<file path="src/rtl/instr_encoder.sv">
// -----------------------------------------------------------------------------
// instr_encoder
//   Stream-in / stream-out RV32I instruction encoder. Accepts instruction fields
//   over a valid/ready handshake, checks them against the supported instruction
//   set, packs a 32-bit instruction word and emits it with an auto-incrementing
//   byte address. Illegal beats are consumed and flagged instead of emitted.
//
// Ports:
//   clk, rst             clock, synchronous active-high reset
//   in_valid/in_ready    field beat handshake (in_ready is registered)
//   in_fmt               0 I-ALU, 1 LOAD, 2 STORE, 3 BRANCH, 4 JAL, 5 R-type, 6-7 illegal
//   in_funct3, in_rd, in_rs1, in_rs2, in_imm, in_funct7b5   instruction fields
//   out_valid/out_ready  encoded word handshake
//   out_instr, out_addr  encoded word and its byte address
//   err_valid            one-cycle pulse for a rejected beat
//   err_count            saturating count of rejected beats
//
// Optional feature macro: ENCODER_RTYPE_EN (enables in_fmt=5, R-type encoding).
// -----------------------------------------------------------------------------
module instr_encoder #(
  parameter int unsigned           DATA_WIDTH = 32,
  parameter int unsigned           ADDR_WIDTH = 32,
  parameter logic [ADDR_WIDTH-1:0] BASE_ADDR  = '0,
  parameter int unsigned           ERR_WIDTH  = 8
) (
  input  logic                  clk,
  input  logic                  rst,
  input  logic                  in_valid,
  output logic                  in_ready,
  input  logic [2:0]            in_fmt,
  input  logic [2:0]            in_funct3,
  input  logic [4:0]            in_rd,
  input  logic [4:0]            in_rs1,
  input  logic [4:0]            in_rs2,
  input  logic [31:0]           in_imm,
  input  logic                  in_funct7b5,
  output logic                  out_valid,
  input  logic                  out_ready,
  output logic [DATA_WIDTH-1:0] out_instr,
  output logic [ADDR_WIDTH-1:0] out_addr,
  output logic                  err_valid,
  output logic [ERR_WIDTH-1:0]  err_count
);

  // Encoder results
  logic                  enc_legal_s;
  logic [DATA_WIDTH-1:0] enc_word_s;
  logic                  imm12_ok_s;
  logic                  imm13_ok_s;
  logic                  imm21_ok_s;

  // Handshake qualifiers
  logic accept_s;
  logic push_s;
  logic drain_s;

  // State
  logic                  in_ready_q,   in_ready_d;
  logic                  out_valid_q,  out_valid_d;
  logic [DATA_WIDTH-1:0] out_instr_q,  out_instr_d;
  logic [ADDR_WIDTH-1:0] out_addr_q,   out_addr_d;
  logic                  skid_valid_q, skid_valid_d;
  logic [DATA_WIDTH-1:0] skid_instr_q, skid_instr_d;
  logic [ADDR_WIDTH-1:0] skid_addr_q,  skid_addr_d;
  logic [ADDR_WIDTH-1:0] addr_q,       addr_d;
  logic                  err_valid_q,  err_valid_d;
  logic [ERR_WIDTH-1:0]  err_count_q,  err_count_d;

  // Signed range checks for the I/S (12-bit), B (13-bit) and J (21-bit) immediates
  assign imm12_ok_s = ($signed(in_imm) >= -32'sd2048)    && ($signed(in_imm) <= 32'sd2047);
  assign imm13_ok_s = ($signed(in_imm) >= -32'sd4096)    && ($signed(in_imm) <= 32'sd4094);
  assign imm21_ok_s = ($signed(in_imm) >= -32'sd1048576) && ($signed(in_imm) <= 32'sd1048574);

`ifndef ENCODER_RTYPE_EN
  // funct7[5] only matters for R-type, which is not built in this configuration
  logic unused_funct7b5;
  assign unused_funct7b5 = in_funct7b5;
`endif

  // Field legality check and instruction packing by format
  always_comb begin
    enc_legal_s = 1'b0;
    enc_word_s  = 32'd0;
    case (in_fmt)
      3'd0: begin
        enc_legal_s = (in_funct3 inside {3'b000, 3'b010, 3'b110, 3'b111}) && imm12_ok_s;
        enc_word_s  = {in_imm[11:0], in_rs1, in_funct3, in_rd, 7'b0010011};
      end
      3'd1: begin
        enc_legal_s = (in_funct3 == 3'b010) && imm12_ok_s;
        enc_word_s  = {in_imm[11:0], in_rs1, in_funct3, in_rd, 7'b0000011};
      end
      3'd2: begin
        enc_legal_s = (in_funct3 == 3'b010) && imm12_ok_s;
        enc_word_s  = {in_imm[11:5], in_rs2, in_rs1, in_funct3, in_imm[4:0], 7'b0100011};
      end
      3'd3: begin
        enc_legal_s = (in_funct3 != 3'b010) && (in_funct3 != 3'b011) && imm13_ok_s
                      && (in_imm[0] == 1'b0);
        enc_word_s  = {in_imm[12], in_imm[10:5], in_rs2, in_rs1, in_funct3,
                       in_imm[4:1], in_imm[11], 7'b1100011};
      end
      3'd4: begin
        enc_legal_s = imm21_ok_s && (in_imm[0] == 1'b0);
        enc_word_s  = {in_imm[20], in_imm[10:1], in_imm[11], in_imm[19:12], in_rd, 7'b1101111};
      end
`ifdef ENCODER_RTYPE_EN
      3'd5: begin
        // funct7[5]=1 exists only for SUB (000) and SRA (101)
        enc_legal_s = !in_funct7b5 || (in_funct3 == 3'b000) || (in_funct3 == 3'b101);
        enc_word_s  = {1'b0, in_funct7b5, 5'b00000, in_rs2, in_rs1, in_funct3, in_rd, 7'b0110011};
      end
`endif
      default: begin
        enc_legal_s = 1'b0;
        enc_word_s  = 32'd0;
      end
    endcase
  end

  assign accept_s = in_valid && in_ready_q;
  assign push_s   = accept_s && enc_legal_s;
  assign drain_s  = out_valid_q && out_ready;

  // Two-entry buffer (output register + skid), address counter and error tracking
  always_comb begin
    out_valid_d  = out_valid_q;
    out_instr_d  = out_instr_q;
    out_addr_d   = out_addr_q;
    skid_valid_d = skid_valid_q;
    skid_instr_d = skid_instr_q;
    skid_addr_d  = skid_addr_q;
    addr_d       = addr_q;
    err_count_d  = err_count_q;

    if (!out_valid_q || drain_s) begin
      // Output register is free this cycle: the skid (older) has priority.
      // in_ready equals "skid empty", so a push never coincides with a full skid.
      if (skid_valid_q) begin
        out_valid_d  = 1'b1;
        out_instr_d  = skid_instr_q;
        out_addr_d   = skid_addr_q;
        skid_valid_d = 1'b0;
      end else if (push_s) begin
        out_valid_d  = 1'b1;
        out_instr_d  = enc_word_s;
        out_addr_d   = addr_q;
      end else begin
        out_valid_d  = 1'b0;
      end
    end else begin
      if (push_s) begin
        skid_valid_d = 1'b1;
        skid_instr_d = enc_word_s;
        skid_addr_d  = addr_q;
      end else begin
        skid_valid_d = skid_valid_q;
      end
    end

    // Address advances on acceptance of a legal word, not on output
    if (push_s) begin
      addr_d = addr_q + ADDR_WIDTH'(32'd4);
    end else begin
      addr_d = addr_q;
    end

    err_valid_d = accept_s && !enc_legal_s;
    if (err_valid_d && (err_count_q != '1)) begin
      err_count_d = err_count_q + {{(ERR_WIDTH-1){1'b0}}, 1'b1};
    end else begin
      err_count_d = err_count_q;
    end

    in_ready_d = !skid_valid_d;
  end

  // State register with synchronous reset
  always_ff @(posedge clk) begin
    if (rst) begin
      in_ready_q   <= 1'b0;
      out_valid_q  <= 1'b0;
      out_instr_q  <= '0;
      out_addr_q   <= '0;
      skid_valid_q <= 1'b0;
      skid_instr_q <= '0;
      skid_addr_q  <= '0;
      addr_q       <= BASE_ADDR;
      err_valid_q  <= 1'b0;
      err_count_q  <= '0;
    end else begin
      in_ready_q   <= in_ready_d;
      out_valid_q  <= out_valid_d;
      out_instr_q  <= out_instr_d;
      out_addr_q   <= out_addr_d;
      skid_valid_q <= skid_valid_d;
      skid_instr_q <= skid_instr_d;
      skid_addr_q  <= skid_addr_d;
      addr_q       <= addr_d;
      err_valid_q  <= err_valid_d;
      err_count_q  <= err_count_d;
    end
  end

  assign in_ready  = in_ready_q;
  assign out_valid = out_valid_q;
  assign out_instr = out_instr_q;
  assign out_addr  = out_addr_q;
  assign err_valid = err_valid_q;
  assign err_count = err_count_q;

endmodule

</file>
<file path="config.mk">
export PLATFORM = sky130hd
export DESIGN_NAME = instr_encoder
export DESIGN_NICKNAME = d
export VERILOG_FILES = /design/src/rtl/instr_encoder.sv
export SDC_FILE = /design/constraint.sdc
export NUM_CORES = 1
export LEC_CHECK = 0
export ABC_AREA = 1
export CELL_PAD_IN_SITES_DETAIL_PLACEMENT = 0
export CELL_PAD_IN_SITES_GLOBAL_PLACEMENT = 1
export CORE_UTILIZATION = 40
export CTS_CLUSTER_DIAMETER = 40
export CTS_CLUSTER_SIZE = 10
export DETAILED_ROUTE_END_ITERATION = 8
export PLACE_DENSITY_LB_ADDON = 0.1
export SLEW_MARGIN = 30
export SYNTH_ARGS = -nofsm -noshare
export SYNTH_HDL_FRONTEND = slang
export SYNTH_SLANG_ARGS = --single-unit
export TNS_END_PERCENT = 20
</file>
<file path="constraint.sdc">
create_clock -name clk -period 3.5 [get_ports clk]
set_input_delay 0.525 -clock clk [delete_from_list [all_inputs] [get_ports clk]]
set_output_delay 0.525 -clock clk [all_outputs]
set_load 0.005 [all_outputs]
</file>
# Word-level counts from Yosys, hierarchy flattened
# Index checks and enable logic that the tools add are counted.
word_totals:
  ff_bits: 172
  in_bits: 58
  output_inout_bits: 75
  wordCells: 65
classes:
  n_addsub: 2
  n_lt_le_gt_ge: 6
  n_eq_ne: 10
  muxes: 10
  n_bitwise: 2
  reduce_logical: 25
op_table:
  columns: ["operator", "n"]
  rows:
  - ["32-bit one-hot mux with 5 select lines", 1]
  - ["32-bit 2-to-1 mux", 4]
  - ["32-bit by 3-bit adder with 32-bit output, second input constant", 1]
  - ["32-bit by 12-bit greater-or-equal comparator with 1-bit output, second input constant", 1]
  - ["32-bit by 13-bit greater-or-equal comparator with 1-bit output, second input constant", 1]
  - ["32-bit by 21-bit greater-or-equal comparator with 1-bit output, second input constant", 1]
  - ["32-bit by 12-bit <= comparator with 1-bit output, second input constant", 1]
  - ["32-bit by 13-bit <= comparator with 1-bit output, second input constant", 1]
  - ["32-bit by 21-bit <= comparator with 1-bit output, second input constant", 1]
  - ["1-bit logical AND", 14]
  - ["3-bit by 2-bit == test with 1-bit output, second input constant", 3]
  - ["3-bit == test, second input constant", 3]
  - ["8-bit by 1-bit adder with 8-bit output, second input constant", 1]
  - ["8-bit inequality test, second input constant", 1]
  - ["3-bit zero test", 2]
  - ["3-bit by 2-bit inequality test with 1-bit output, second input constant", 2]
  - ["1-bit 2-to-1 mux", 4]
  - ["1-bit one-hot mux with 4 select lines", 1]
  - ["2-bit AND reduction", 2]
  - ["4-bit nonzero test", 1]
  - ["3-bit by 1-bit == test with 1-bit output, second input constant", 1]
  - ["1-bit zero test", 3]
  - ["1-bit NOT", 2]
  - ["2-bit nonzero test", 1]
  - ["2 further kinds", 2]

# Logic depth before layout (Yosys ltp)
# Gate-level depths: netlist of run 1.
logic_depth:
  ltp_word: 9
  mapped_depth: 18
  mapped_depth_nobuf: 17

# Least setup slack after synthesis of run 1
# No wires, ideal clock.
synth_path:
  path_kind: "input-to-reg"
  start: "in in_imm[23]"
  end: "reg out_addr_q[26] (netlist: out_addr[26])"
  setup_time_ns: 0.113
  arrival_time_ns: 1.877
  t_required_ns: 3.387
  path_slack_ns: 1.510
  cell_stages: 17
  path_buffers: 1
  path_cell_list: "inv_1 nand2_1 nor2_1 nand2_1 nor2_1 nand2_1 nand3_1 nand2_1 nand2_1 nand3_2 nand2_4 nand2_8 nand2_4 nand2_8 buf_4 nor2_1 nor2_1"
synth_via:
  elab_chain_cells: 8
  word_cells_on_any_way: 18
  classes_between: "order compare: 6; mux: 1; reduce/logical: 11"
synth_rtl:
  columns: ["element", "line_no", "rtl"]
  rows:
  - ["start, declared", "35", "input logic [31:0] in_imm,"]
  - ["32-bit by 13-bit greater-or-equal comparator with 1-bit output or 32-bit by 13-bit <= comparator with 1-bit output (tied branches)", "71", "assign imm13_ok_s = ($signed(in_imm) >= -32'sd4096) && ($signed(in_imm) <= 32'sd4094);"]
  - ["1-bit logical AND", "71", null]
  - ["1-bit logical AND", "98", "enc_legal_s = (in_funct3 != 3'b010) && (in_funct3 != 3'b011) && imm13_ok_s"]
  - ["1-bit logical AND", "99", "&& (in_imm[0] == 1'b0);"]
  - ["1-bit one-hot mux with 4 select lines (*)", "84", "case (in_fmt)"]
  - ["1-bit logical AND (*)", "122", "assign push_s = accept_s && enc_legal_s;"]
  - ["2-bit nonzero test (no source line) (*)", null, null]
  - ["2-bit AND reduction (no source line) (*)", null, null]
  - ["end signal, assigned", "195", "out_addr_q <= out_addr_d;"]
  - ["end, declared", "61", "logic [ADDR_WIDTH-1:0] out_addr_q, out_addr_d;"]
# Every way passes the cells marked *; elsewhere a longest branch is shown, timed or not.
# A chain may end at the register's enable or synchronous reset.

# Worst setup path after layout of run 1
layout_path:
  start: "in in_fmt[1]"
  end: "reg skid_addr_q[17]"
layout_via:
  elab_chain_cells: 5
  word_cells_on_any_way: 9
  classes_between: "eq/ne: 4; mux: 1; reduce/logical: 4"
layout_rtl:
  columns: ["element", "line_no", "rtl"]
  rows:
  - ["start, declared", "30", "input logic [2:0] in_fmt,"]
  - ["3-bit by 2-bit == test with 1-bit output or 3-bit by 1-bit == test with 1-bit output (tied branches)", "84", null]
  - ["2-bit OR reduction (no source line)", null, null]
  - ["1-bit one-hot mux with 4 select lines (*)", "84", null]
  - ["1-bit logical AND (*)", "122", null]
  - ["2-bit AND reduction (no source line) (*)", null, null]
  - ["end signal, assigned", "198", "skid_addr_q <= skid_addr_d;"]
  - ["end, declared", "64", "logic [ADDR_WIDTH-1:0] skid_addr_q, skid_addr_d;"]
# Marks and branches as above.

==> flow_metrics.tcl, run 1 <==
set metrics [dict create \
    clockBufferDepth 2 \
    grt.busiest_layer "met2" \
    synth_cells 1346 \
    final_nets 1502 \
    worstPathRequired_ns 3.87 \
    h-tree-depth 4 \
    worst_pin_slew_ns 0.655 \
    status "complete, no violations" \
    multi_input_area_mm2 0.00428 \
    finalSetupViolCount 0 \
    worstSetupEndpointType "flop" \
    cts_made_buffers 17 \
    synth_common_cells "nand2_1, nor2_1, dfxtp_1" \
    yosysWarnings 0 \
    drv_cap 0 \
    p_sw_mw 1.04 \
    report.final.hold_viol_count 0 \
    rsz0062_at_grt "no" \
    slew_headroom_pct 56.0 \
    cts_resized 0 \
    wl_per_cell_um 12.8 \
    leakagePower_nw 4.69 \
    cp_max_fo 34 \
    sw_frac_of_total_pct 26.1 \
    synth_area_mm2 0.00841 \
    ioPinCount 133 \
    p_clk_share_pct 46.0 \
    rows 52 \
    timing.final.crit_period_ns 2.72 \
    layout-drive-gt1-share_pct 4.67 \
    postCtsHoldBufs 0 \
    die_h_um 147 \
    path_clk_slew_ns 0.07 \
    drtIter0Drc 489 \
    crit_chain "clkdlybuf4s50_1, nor2_2, nor2_1, inv_2, nand2_1, nor2_1, nand3_2, nand2_4, nand2_8, nor2_8, buf_12, o21ai_0, nor2_1" \
    core_area_mm2 0.0204 \
    synth.most_common_cell "nand2_1" \
    synth-seq-cells 162 \
    cp_slowest_cell "clkdlybuf4s50_1" \
    wirelength_um 22100 \
    antennaDiodeCount 0 \
    final_util_pct 51.2 \
    synth_edf_count 0 \
    insertion_delay_ns 0.44 \
    seqPwrFrac_pct 46.6 \
    placement.io_buffers 129 \
    fin_crit_sh_pct 77.7 \
    crit_top_cell "nor2_1" \
    clock_tree.root_cell "clkbuf_16" \
    remaining_drc_errors 0 \
    internal_power_mw 2.95 \
    dp_hpwl_um 15400 \
    startpoint_type "primary input" \
    post_drt_via_cell_ratio 4.75 \
    crit_family "simple AND/OR/NAND/NOR gates" \
    die_w_um 147 \
    grt_pass1_wl_um 37400 \
    path_buf_inv 3 \
    hold_class "flop to flop" \
    cts_tree "built" \
    ys_types 34 \
    arrival_ns 3.09 \
    async_flop_share_pct 0 \
    finClkSkew_ns 0.0113 \
    area.growth.synth_to_final_pct 24.3 \
    grt_max_degree 70 \
    synth_area_leaders "dfxtp_1, nand2_1, nor2_1" \
    max_freq_mhz 368 \
    powerDensity_mw_per_mm2 382 \
    final-seq-area_mm2 0.00324 \
    overflow 0 \
    antenna_found_initial 0 \
    cts.sinks 162 \
    postCtsSetupRepairBufs 0 \
    yosysTopAreaCell "dfxtp_1" \
    synth_top_cell_area_share_pct 38.6 \
    ant_nets 0 \
    total_power_mw 3.99 \
    peakVddDrop_uv 248 \
    grt_use_met2_pct 38.0 \
    dr.pass1.iters 4 \
    start_util_pct 41.2 \
    use_met1_pct 26.7 \
    met3_usage_pct 3.73 \
    grt_pass1_vias 7669 \
    finalWeightedCongestion 0.863 \
    fillers 2139 \
    path_class "primary input to flop" \
    combPwrFrac_pct 7.4 \
    grt_usage_pct 21.4 \
    max_stage_delay_ns 0.50 \
    synth-seq-area-share_pct 38.6 \
    tns_ns 0 \
    ys.flop_type "dfxtp_1" \
    slew_violations 0 \
    vias 8201 \
    synth_area_per_cell_um2 6.25 \
    die_area_mm2 0.0216 \
]
-- cell type report --
cell class	count	share of cell area [%]
Tap cell	270	3.23
Clock inverter	14	1.32
Timing Repair Buffer	148	14.4
Inverter	135	4.86
Multi-Input combinational cell	978	40.9
Clock buffer	18	4.20
Sequential cell	162	31.0
-- per-layer routing --
metal / share of wire, % / vias up
li1: - / 4367
met1: 46 / 3669
met2: 50 / 146
met3: 3.1 / 19
met4: 0.99 / 0
met5: 0 / -
-- flip-flops by register name, indices dropped and copies added (netlist names) --
register and flops:
out_addr 30, skid_addr_q 30, out_instr 30, err_valid 1
skid_valid_q 1, in_ready 1, addr_q 30, skid_instr_q 30
out_valid 1, err_count 8
-- metrics by stage --
stage	worst slack, ns	cells	instance area [um2]	hold slack (ns)
floorplan	1.51	1347	8410	0.437
global placement	0.365	1693	9880	0.450
detailed placement	0.348	1693	9880	0.455
CTS	0.800	1725	10500	0.464
global route	0.493	1725	10500	0.488
finish	0.779	1725	10500	0.464
-- logic make-up (layout without fill, tap and decap cells) --
logic type      after synthesis  count (layout)  share of synthesized area [%]
xor+xnor                     20              20                           2.08
flops                       162             162                           38.6
other cells                   1               2                         0.0446
compound gates              178             178                           11.2
simple gates                776             776                           37.2
buf+inv                     207             315                           10.6
fa+ha+maj                     2               2                          0.298
-- cell usage in the layout (no fill, tap or decap), types with 5 or more instances in the layout --
master           synthesis  routed
xor2_1                  20      20
nand4_1                 13      13
dfxtp_1                162     161
nor3_1                  23      23
buf_4                   14      13
o21ai_0                 94      94
a22oi_1                  7       7
inv_2                    5       5
nor2_1                 293     293
nand2_1                387     387
nand3_1                 46      46
o21a_1                   5       5
o21ai_1                 12      12
buf_12                   0       6
clkbuf_16                0      17
a21oi_1                 53      53
inv_1                  130     129
inv_6                    0       7
clkdlybuf4s50_1          0     129
-- worst reg2reg max path: stages (launching register included) --
cell     delay (ns)
dfxtp_1        0.46
inv_1          0.12
nor3_1         0.42
nand2_1        0.13
inv_1          0.15
nand4_1        0.14
nor4b_1        0.36
nand3_1        0.13
nand2_1        0.08
a21oi_1        0.06
-- power groups by stage --
stage                     clock network, mW  logic (mW)  registers (mW)
after detailed placement                  0       0.297            1.90
after CTS                              1.88       0.299            1.86
after floorplan                           0       0.149            1.90
after global placement                    0       0.298            1.90
after global routing                   1.97       0.334            1.86
final                                  1.84       0.295            1.86
-- worst paths after layout --
path / start / depth (start not counted) / to / slack, ns
setup / recovery: in_fmt[1] / 13 / skid_addr_q[17] / 0.78
hold / removal: skid_instr_q[23] / 2 / skid_instr_q[23] / 0.46
setup reg to reg: addr_q[11] / 9 / addr_q[26] / 1.34
hold reg to reg: skid_instr_q[23] / 2 / skid_instr_q[23] / 0.46
No activity file was read; power rests on OpenSTA's default activity.
==> run 2: changes to the inputs <==
Settings changed: CORE_UTILIZATION 40 to 34.
Clock period 3.5 ns to 2.2 ns, I/O delays scaled along.
==> run 2 against run 1 <==
- die area increased by 17%
- routed wire length increased by 13%
- register-to-register slack got worse by 1.1 ns
- non-clock buffer count increased by 81
- critical path depth unchanged
- total power increased by 62%
- critical endpoint is now out_addr[11]
- combinational power increased by 91%
- critical path type unchanged
- global-route usage decreased by 1.9 points
- final area increased by 9.9%
- clock skew increased by 0.0020 ns
==> flow_metrics.tcl, run 2 (same netlist as run 1, synthesis figures left out) <==
set metrics [dict create \
    overflow 0 \
    clockBufferDepth 2 \
    die_w_um 159 \
    placement.io_buffers 129 \
    worst_pin_slew_ns 0.711 \
    layout_commonest_cell "nand2_1" \
    hold_class "primary input to flop" \
    p_clk_share_pct 45.5 \
    max_freq_mhz 483 \
    dp_hpwl_um 17300 \
    hold_slack_ns 0.320 \
    dr.pass1.iters 5 \
    post_drt_via_cell_ratio 4.57 \
    fillers 2545 \
    powerDensity_mw_per_mm2 563 \
    cts.sinks 162 \
    worstSetupEndpointType "flop" \
    fin_crit_sh_pct 94.1 \
    remaining_drc_errors 0 \
    area.growth.synth_to_final_pct 36.7 \
    wl_per_cell_um 13.5 \
    ioPinCount 133 \
    die_area_mm2 0.0254 \
    final_nets 1585 \
    internal_power_mw 4.82 \
    clock_tree.root_cell "clkbuf_16" \
    finClkSkew_ns 0.0133 \
    final_cell_mix "nand2_1, nor2_1, dfxtp_1" \
    sw_frac_of_total_pct 25.5 \
    finalWeightedCongestion 0.816 \
    status "complete, no violations" \
    cts_made_buffers 17 \
    path_clk_slew_ns 0.07 \
    finalSetupViolCount 0 \
    h-tree-depth 4 \
    ff2ff_setup_slack_ns 0.24 \
    slew_violations 0 \
    startpoint_type "primary input" \
    layout-drive-gt1-share_pct 11.3 \
    leakagePower_nw 5.42 \
    antennaDiodeCount 0 \
    drtIter0Drc 428 \
    seqPwrFrac_pct 45.8 \
    start_util_pct 34.6 \
    wirelength_um 25100 \
    rsz0062_at_grt "no" \
    vias 8508 \
    insertion_delay_ns 0.43 \
    drv_cap 0 \
    timing.final.crit_period_ns 2.07 \
    arrival_ns 2.40 \
    antenna_found_initial 0 \
    combPwrFrac_pct 8.7 \
    grt_pass1_vias 8057 \
    p_sw_mw 1.65 \
    report.final.hold_viol_count 0 \
    postCtsHoldBufs 0 \
    worstPathRequired_ns 2.53 \
    ant_nets 0 \
    die_h_um 159 \
    grt_pass1_wl_um 40100 \
    rows 57 \
    total_power_mw 6.47 \
    core_area_mm2 0.0243 \
    grt_max_degree 71 \
    path_class "primary input to flop" \
    cts_tree "built" \
    slew_headroom_pct 52.6 \
    grt_usage_pct 19.4 \
    cp_max_fo 6 \
    peakVddDrop_uv 507 \
]
run 2: cell count changes in the layout (fill, tap and decap cells not counted), moves of 5 or more:
cell,before,now
buf_12,6,11
buf_4,13,80
nor2_2,1,11
dlymetal6s2s_1,0,31
clkdlybuf4s50_1,129,95
nor2_1,293,281
run 2: path summary, 6_finish.rpt:
path,start,to,depth (start not counted)
max,in_fmt[1],out_addr[11],13
min,in_imm[10],skid_instr_q[30],4
max reg2reg,addr_q[2],addr_q[25],11
min reg2reg,skid_instr_q[8],skid_instr_q[8],2
run 2: metal layers:
metal	routed length [um]	GRT usage (%)	vias up
met5	0	0	-
met4	252	4.50	0
met3	665	3.39	18
met2	12800	35.5	126
met1	11400	23.6	3825
li1	-	-	4539
run 2: per-stage QoR:
stage / cell area (um2) / TNS (ns) / setup slack, ns / utilization, % / std cells
final: 11500 / 0 / 0.129 / 47.3 / 1862
after global routing: 11500 / 0 / 0.0102 / 47.3 / 1862
after CTS: 11200 / 0 / 0.00595 / 45.9 / 1853
after detailed placement: 10600 / -71.83 / -0.518 / 43.4 / 1821
after global placement: 10600 / -70.83 / -0.505 / 43.4 / 1821
after floorplan: 8410 / 0 / 0.334 / - / 1347
run 2: power by group through the flow:
stage	Clock (mW)	Combinational [mW]	Sequential, mW
2_1_floorplan	0	0.236	3.03
3_3_place_gp	0	0.559	3.03
3_5_place_dp	0	0.558	3.03
4_1_cts	3.02	0.560	2.96
5_1_grt	3.15	0.628	2.96
6_report	2.94	0.564	2.96
run 2: cell type report:
| class | instances | area (um2) | share of cell area (%) |
|---|---|---|---|
| multi-input cells | 980 | 4420 | 38.5 |
| inverters | 135 | 510 | 4.44 |
| clock inverters | 14 | 143 | 1.24 |
| clock buffers | 18 | 429 | 3.73 |
| flip-flops and latches | 162 | 3240 | 28.2 |
| well taps | 324 | 405 | 3.53 |
| repair buffers | 229 | 2340 | 20.4 |
run 2: timing repair:
action | in CTS | in global routing
setup buffers | 0 | 1
setup endpoints to repair | 95 | 142
pin swaps | 0 | 8
cloned | 0 | 8
resized for setup | 7 | 64
run 2: worst max-delay path, stage by stage:
cell and delay (ns):
clkdlybuf4s50_1 0.56, a21oi_1 0.12, inv_1 0.14, nand2_1 0.11, nor2_2 0.15, nand3_4 0.13
nand2_4 0.12, nand2_8 0.08, nand2_8 0.15, nand2_8 0.13, clkbuf_16 0.22, nor2_1 0.09
nor2_1 0.05
==> run 3: changes to the inputs <==
Settings changed: MAX_ROUTING_LAYER set to met4.
==> run 3 against run 2 <==
- fmax barely moved
- sequential power barely moved
- clock power barely moved
- clock skew barely moved
- sequential share of layout area did not move
- largest cell class unchanged
- via count rose by 0.47%
- final cell count did not move
- count of clock-buffer cells in the layout did not move
==> flow_metrics.tcl, run 3 (same netlist as run 1, synthesis figures left out) <==
set metrics [dict create \
    finClkSkew_ns 0.0138 \
    crit_chain "clkdlybuf4s50_1, a21oi_1, inv_1, nand2_1, nor2_2, nand3_4, nand2_4, nand2_8, nand2_8, nand2_8, clkbuf_16, nor2_1, nor2_1" \
    rows 57 \
    grt_usage_pct 20.0 \
    placement.io_buffers 129 \
    die_w_um 159 \
    hold_class "primary input to flop" \
    postCtsHoldBufs 0 \
    area.growth.synth_to_final_pct 36.7 \
    remaining_drc_errors 0 \
    final_nets 1585 \
    cts_made_buffers 17 \
    grt_pass1_wl_um 40100 \
    cp_max_fo 6 \
    p_clk_share_pct 45.5 \
    crit_family "simple AND/OR/NAND/NOR gates" \
    wirelength_um 25000 \
    fillers 2545 \
    antenna_found_initial 0 \
    post_drt_via_cell_ratio 4.59 \
    arrival_ns 2.40 \
    layout_commonest_cell "nand2_1" \
    ant_nets 0 \
    powerDensity_mw_per_mm2 563 \
    worst_pin_slew_ns 0.720 \
    worstSetupEndpointType "flop" \
    sw_frac_of_total_pct 25.5 \
    finalWeightedCongestion 0.828 \
    path_buf_inv 3 \
    placed_cells 1821 \
    internal_power_mw 4.82 \
    cp_slowest_cell "clkdlybuf4s50_1" \
    startpoint_type "primary input" \
    grt_max_degree 71 \
    dr.pass1.iters 5 \
    status "complete, no violations" \
    final_cell_mix "nand2_1, nor2_1, dfxtp_1" \
    dp_hpwl_um 17300 \
    report.final.hold_viol_count 0 \
    cts.sinks 162 \
    stdcell_count 1862 \
    core_area_mm2 0.0243 \
    worstPathRequired_ns 2.53 \
    wl_per_cell_um 13.5 \
    h-tree-depth 4 \
    grt_pass1_vias 8049 \
    clockBufferDepth 2 \
    max_freq_mhz 483 \
    peakVddDrop_uv 506 \
    drv_cap 0 \
    final_util_pct 47.3 \
    clock_tree.root_cell "clkbuf_16" \
    crit_top_cell "nand2_8" \
    ioPinCount 133 \
    combPwrFrac_pct 8.7 \
    max_stage_delay_ns 0.56 \
    slew_headroom_pct 51.9 \
    seqPwrFrac_pct 45.8 \
    fin_crit_sh_pct 94.1 \
    insertion_delay_ns 0.43 \
    drtIter0Drc 395 \
    cts_tree "built" \
    slew_violations 0 \
    die_h_um 159 \
    leakagePower_nw 5.42 \
    antennaDiodeCount 0 \
    timing.final.crit_period_ns 2.07 \
    start_util_pct 34.6 \
    p_sw_mw 1.65 \
    finalSetupViolCount 0 \
    vias 8548 \
    path_class "primary input to flop" \
    overflow 0 \
    die_area_mm2 0.0254 \
    rsz0062_at_grt "no" \
    layout-drive-gt1-share_pct 11.3 \
    path_clk_slew_ns 0.07 \
]
-- run 3: worst paths after layout --
kind                         from                to  slack (ns)  cells after the start
setup / recovery        in_fmt[1]      out_addr[11]        0.13                     13
hold / removal         in_imm[10]  skid_instr_q[30]        0.32                      4
setup reg to reg        addr_q[2]        addr_q[25]        0.26                     11
hold reg to reg   skid_instr_q[8]   skid_instr_q[8]        0.46                      2
-- run 3: area by class of cell --
cell class	count	area, um2	share of cell area, %
Multi-Input combinational cell	980	4420	38.5
Sequential cell	162	3240	28.2
Timing Repair Buffer	229	2340	20.4
Inverter	135	510	4.44
Clock buffer	18	429	3.73
Tap cell	324	405	3.53
Clock inverter	14	143	1.24
-- run 3: repair_timing --
item	in CTS	in global routing
endpoints found under the setup margin	95	142
resized for setup	7	64
buffers inserted	0	1
gates cloned	0	8
hold endpoints to repair	0	0
pin swaps	0	8
-- run 3: through the flow --
step	power (mW)	hold WS (ns)	TNS (ns)	setup WS, ns	area (um2)
2_1_floorplan	3.27	0.437	0	0.334	8410
3_3_place_gp	3.59	0.447	-70.83	-0.505	10600
3_5_place_dp	3.59	0.450	-71.83	-0.518	10600
4_1_cts	6.55	0.464	0	0.00595	11200
5_1_grt	6.74	0.331	0	0.00855	11500
6_report	6.47	0.322	0	0.129	11500
-- run 3: routing by layer --
layer	routed length, um	vias up	global-route usage (%)
met4	256	0	4.50
met2	12800	135	35.5
met3	661	18	3.13
met1	11300	3857	23.7
li1	-	4538	-
met5	0	-	-
-- run 3: power by group through the flow --
stage          Clock [mW]  Sequential [mW]  Combinational (mW)
2_1_floorplan           0             3.03               0.236
3_3_place_gp            0             3.03               0.559
3_5_place_dp            0             3.03               0.558
4_1_cts              3.02             2.96               0.560
5_1_grt              3.15             2.96               0.628
6_report             2.95             2.96               0.564
-- run 3: worst min-delay path, delay by kind of cell --
kind	cells	cell delay (ns)
compound gates	1	0.05
buf+inv	2	0.25
simple gates	1	0.09
==> patch: new RTL, settings of run 2 <==
The option `ENCODER_RTYPE_EN` is turned on by a define.
--- a/src/rtl/instr_encoder.sv
+++ b/src/rtl/instr_encoder.sv
@@ -17,6 +17,8 @@
 //
 // Optional feature macro: ENCODER_RTYPE_EN (enables in_fmt=5, R-type encoding).
 // -----------------------------------------------------------------------------
+`define ENCODER_RTYPE_EN
+
 module instr_encoder #(
   parameter int unsigned           DATA_WIDTH = 32,
   parameter int unsigned           ADDR_WIDTH = 32,
Function: changed (a bounded check fails within 4 cycles, from zero or initial values and one cycle with rst high).
==> patch against run 2 <==
- global-route usage is 0.15 points higher
- sequential cell count unchanged
- fmax rose by 2.4%
- wire length is 2.9% higher
- cell area rose by 1.2%
- synthesized area grew 0.21%
- total power grew 3.0%
- worst setup slack better by 48 ps
- count of clock-buffer cells in the layout stayed put
- final cell count rose by 1.9%
- first-iteration DRC count increased by 23%
- critical path type unchanged
- critical endpoint is now out_addr[27]
- largest power group unchanged
==> patch: results (changes against run 2) <==
yosys:
  syn_area_per_cell_um2: 6.105  # -2.3%
  ys_top_cells_by_count: "nand2_1, nor2_1, dfxtp_1"
  synth_cell_types: 33  # -2.9%
  yosysSeqAreaShare_pct: 38.50  # -0.080 points
  ys_top_cells_by_area: "dfxtp_1, nand2_1, nor2_1"
grt:
  grt_pass1_wl_um: 40480  # +0.91%
  grt_pass1_vias: 7801  # -3.2%
  grt_max_degree: 84  # +18%
place:
  dp_cells: 1850  # +1.6%
  io_buffers: 130  # +0.78%
  gp_routability_congestion: 0.8419  # +3.2%
  dpl.hpwl_um: 17210  # -0.39%
  place_area_um2: 10560  # about the same
drt:
  routed_via_density: 4.512  # -1.3%
  wl_per_cell_um: 13.60  # +0.99%
  drt-total-wl_um: 25810  # +2.9%
outcome:
  status: "finished clean"
setup_path:
  r2r-end: "addr_q[26]"
  cpPeakStageDelay_ps: 440  # -120 ps
  critPathMaxFanout: 8  # +2
  crit_path_start: "in_funct3[2]"
  reg2reg_depth: 10  # -1
min_path:
  hp-start: "in_imm[6]"
layout:
  nNetsFinal: 1621  # +2.3%
power_and_ir_drop:
  power.leakage_nw: 5.581  # +2.9%
sta:
  holdWs_ps: 343.0  # +22.53 ps
patch: cell count changes after synthesis, sizes merged, moves of 3 or more:
cell / before / now
a22oi: 7 / 1
xor2: 20 / 23
inv: 135 / 158
nand3: 47 / 32
o21ai: 106 / 115
buf: 35 / 26
clkbuf: 37 / 43
nand2: 392 / 421
o21a: 5 / 0
patch: logic make-up after synthesis:
group           Yosys count  synth area share, %
flops                   162                38.50
xor+xnor                 25                2.599
compound gates          177                10.75
simple gates            786                36.85
fa+ha+maj                 2               0.2970
other cells               1              0.04451
buf+inv                 227                10.96
patch: critical path, delay by kind of cell:
family | cells | cell delay (ps)
simple gates | 11 | 1090
compound gates | 1 | 220
buf+inv | 3 | 730
patch: timing repair:
| action | in CTS | in global routing |
|---|---|---|
| endpoints found under the setup margin | 6 | 156 |
| pin swaps | 0 | 21 |
| buffers inserted | 0 | 3 |
| gates cloned | 1 | 12 |
| resized for setup | 3 | 68 |
patch: metal layers:
| layer | share of wire (%) | track usage, % |
|---|---|---|
| met5 | 0 | 0 |
| met4 | 0.53 | 4.021 |
| met3 | 3.4 | 3.022 |
| met2 | 42 | 28.99 |
| met1 | 54 | 29.70 |
patch: worst max path at each step:
stage                      endpoint  cells after the start  slack [ps]
finish                 out_addr[27]                     15         180
global route           out_addr[24]                     14           9
CTS                   out_instr[21]                     19           4
detailed placement    out_instr[26]                     19        -450
global placement      out_instr[16]                     19        -440
floorplan           skid_addr_q[13]                     16         310
patch: area by class of cell:
type	instances	area [um^2]
clock buffer	18	429.2
tap	324	405.4
multi-input combinational	994	4394
inverter	158	594.3
clock inverter	14	143.9
sequential	162	3244
fill	2599	12700
timing repair buffer	228	2412
patch: where the power goes:
part | leakage [nW] | total, W | switching [W] | internal (W)
sequential | 1.31 | 0.00299 | 0.0000228 | 0.00297
combinational | 4.00 | 0.000702 | 0.000364 | 0.000338
clock | 0.274 | 0.00296 | 0.00136 | 0.00160
total | 5.58 | 0.00666 | 0.00175 | 0.00491
patch: through the flow:
stage	power [W]	setup slack, ps
floorplan	0.003349	313.7
global placement	0.003726	-442.5
detailed placement	0.003724	-449.3
CTS	0.006702	3.900
global route	0.006946	8.731
finish	0.006660	177.4
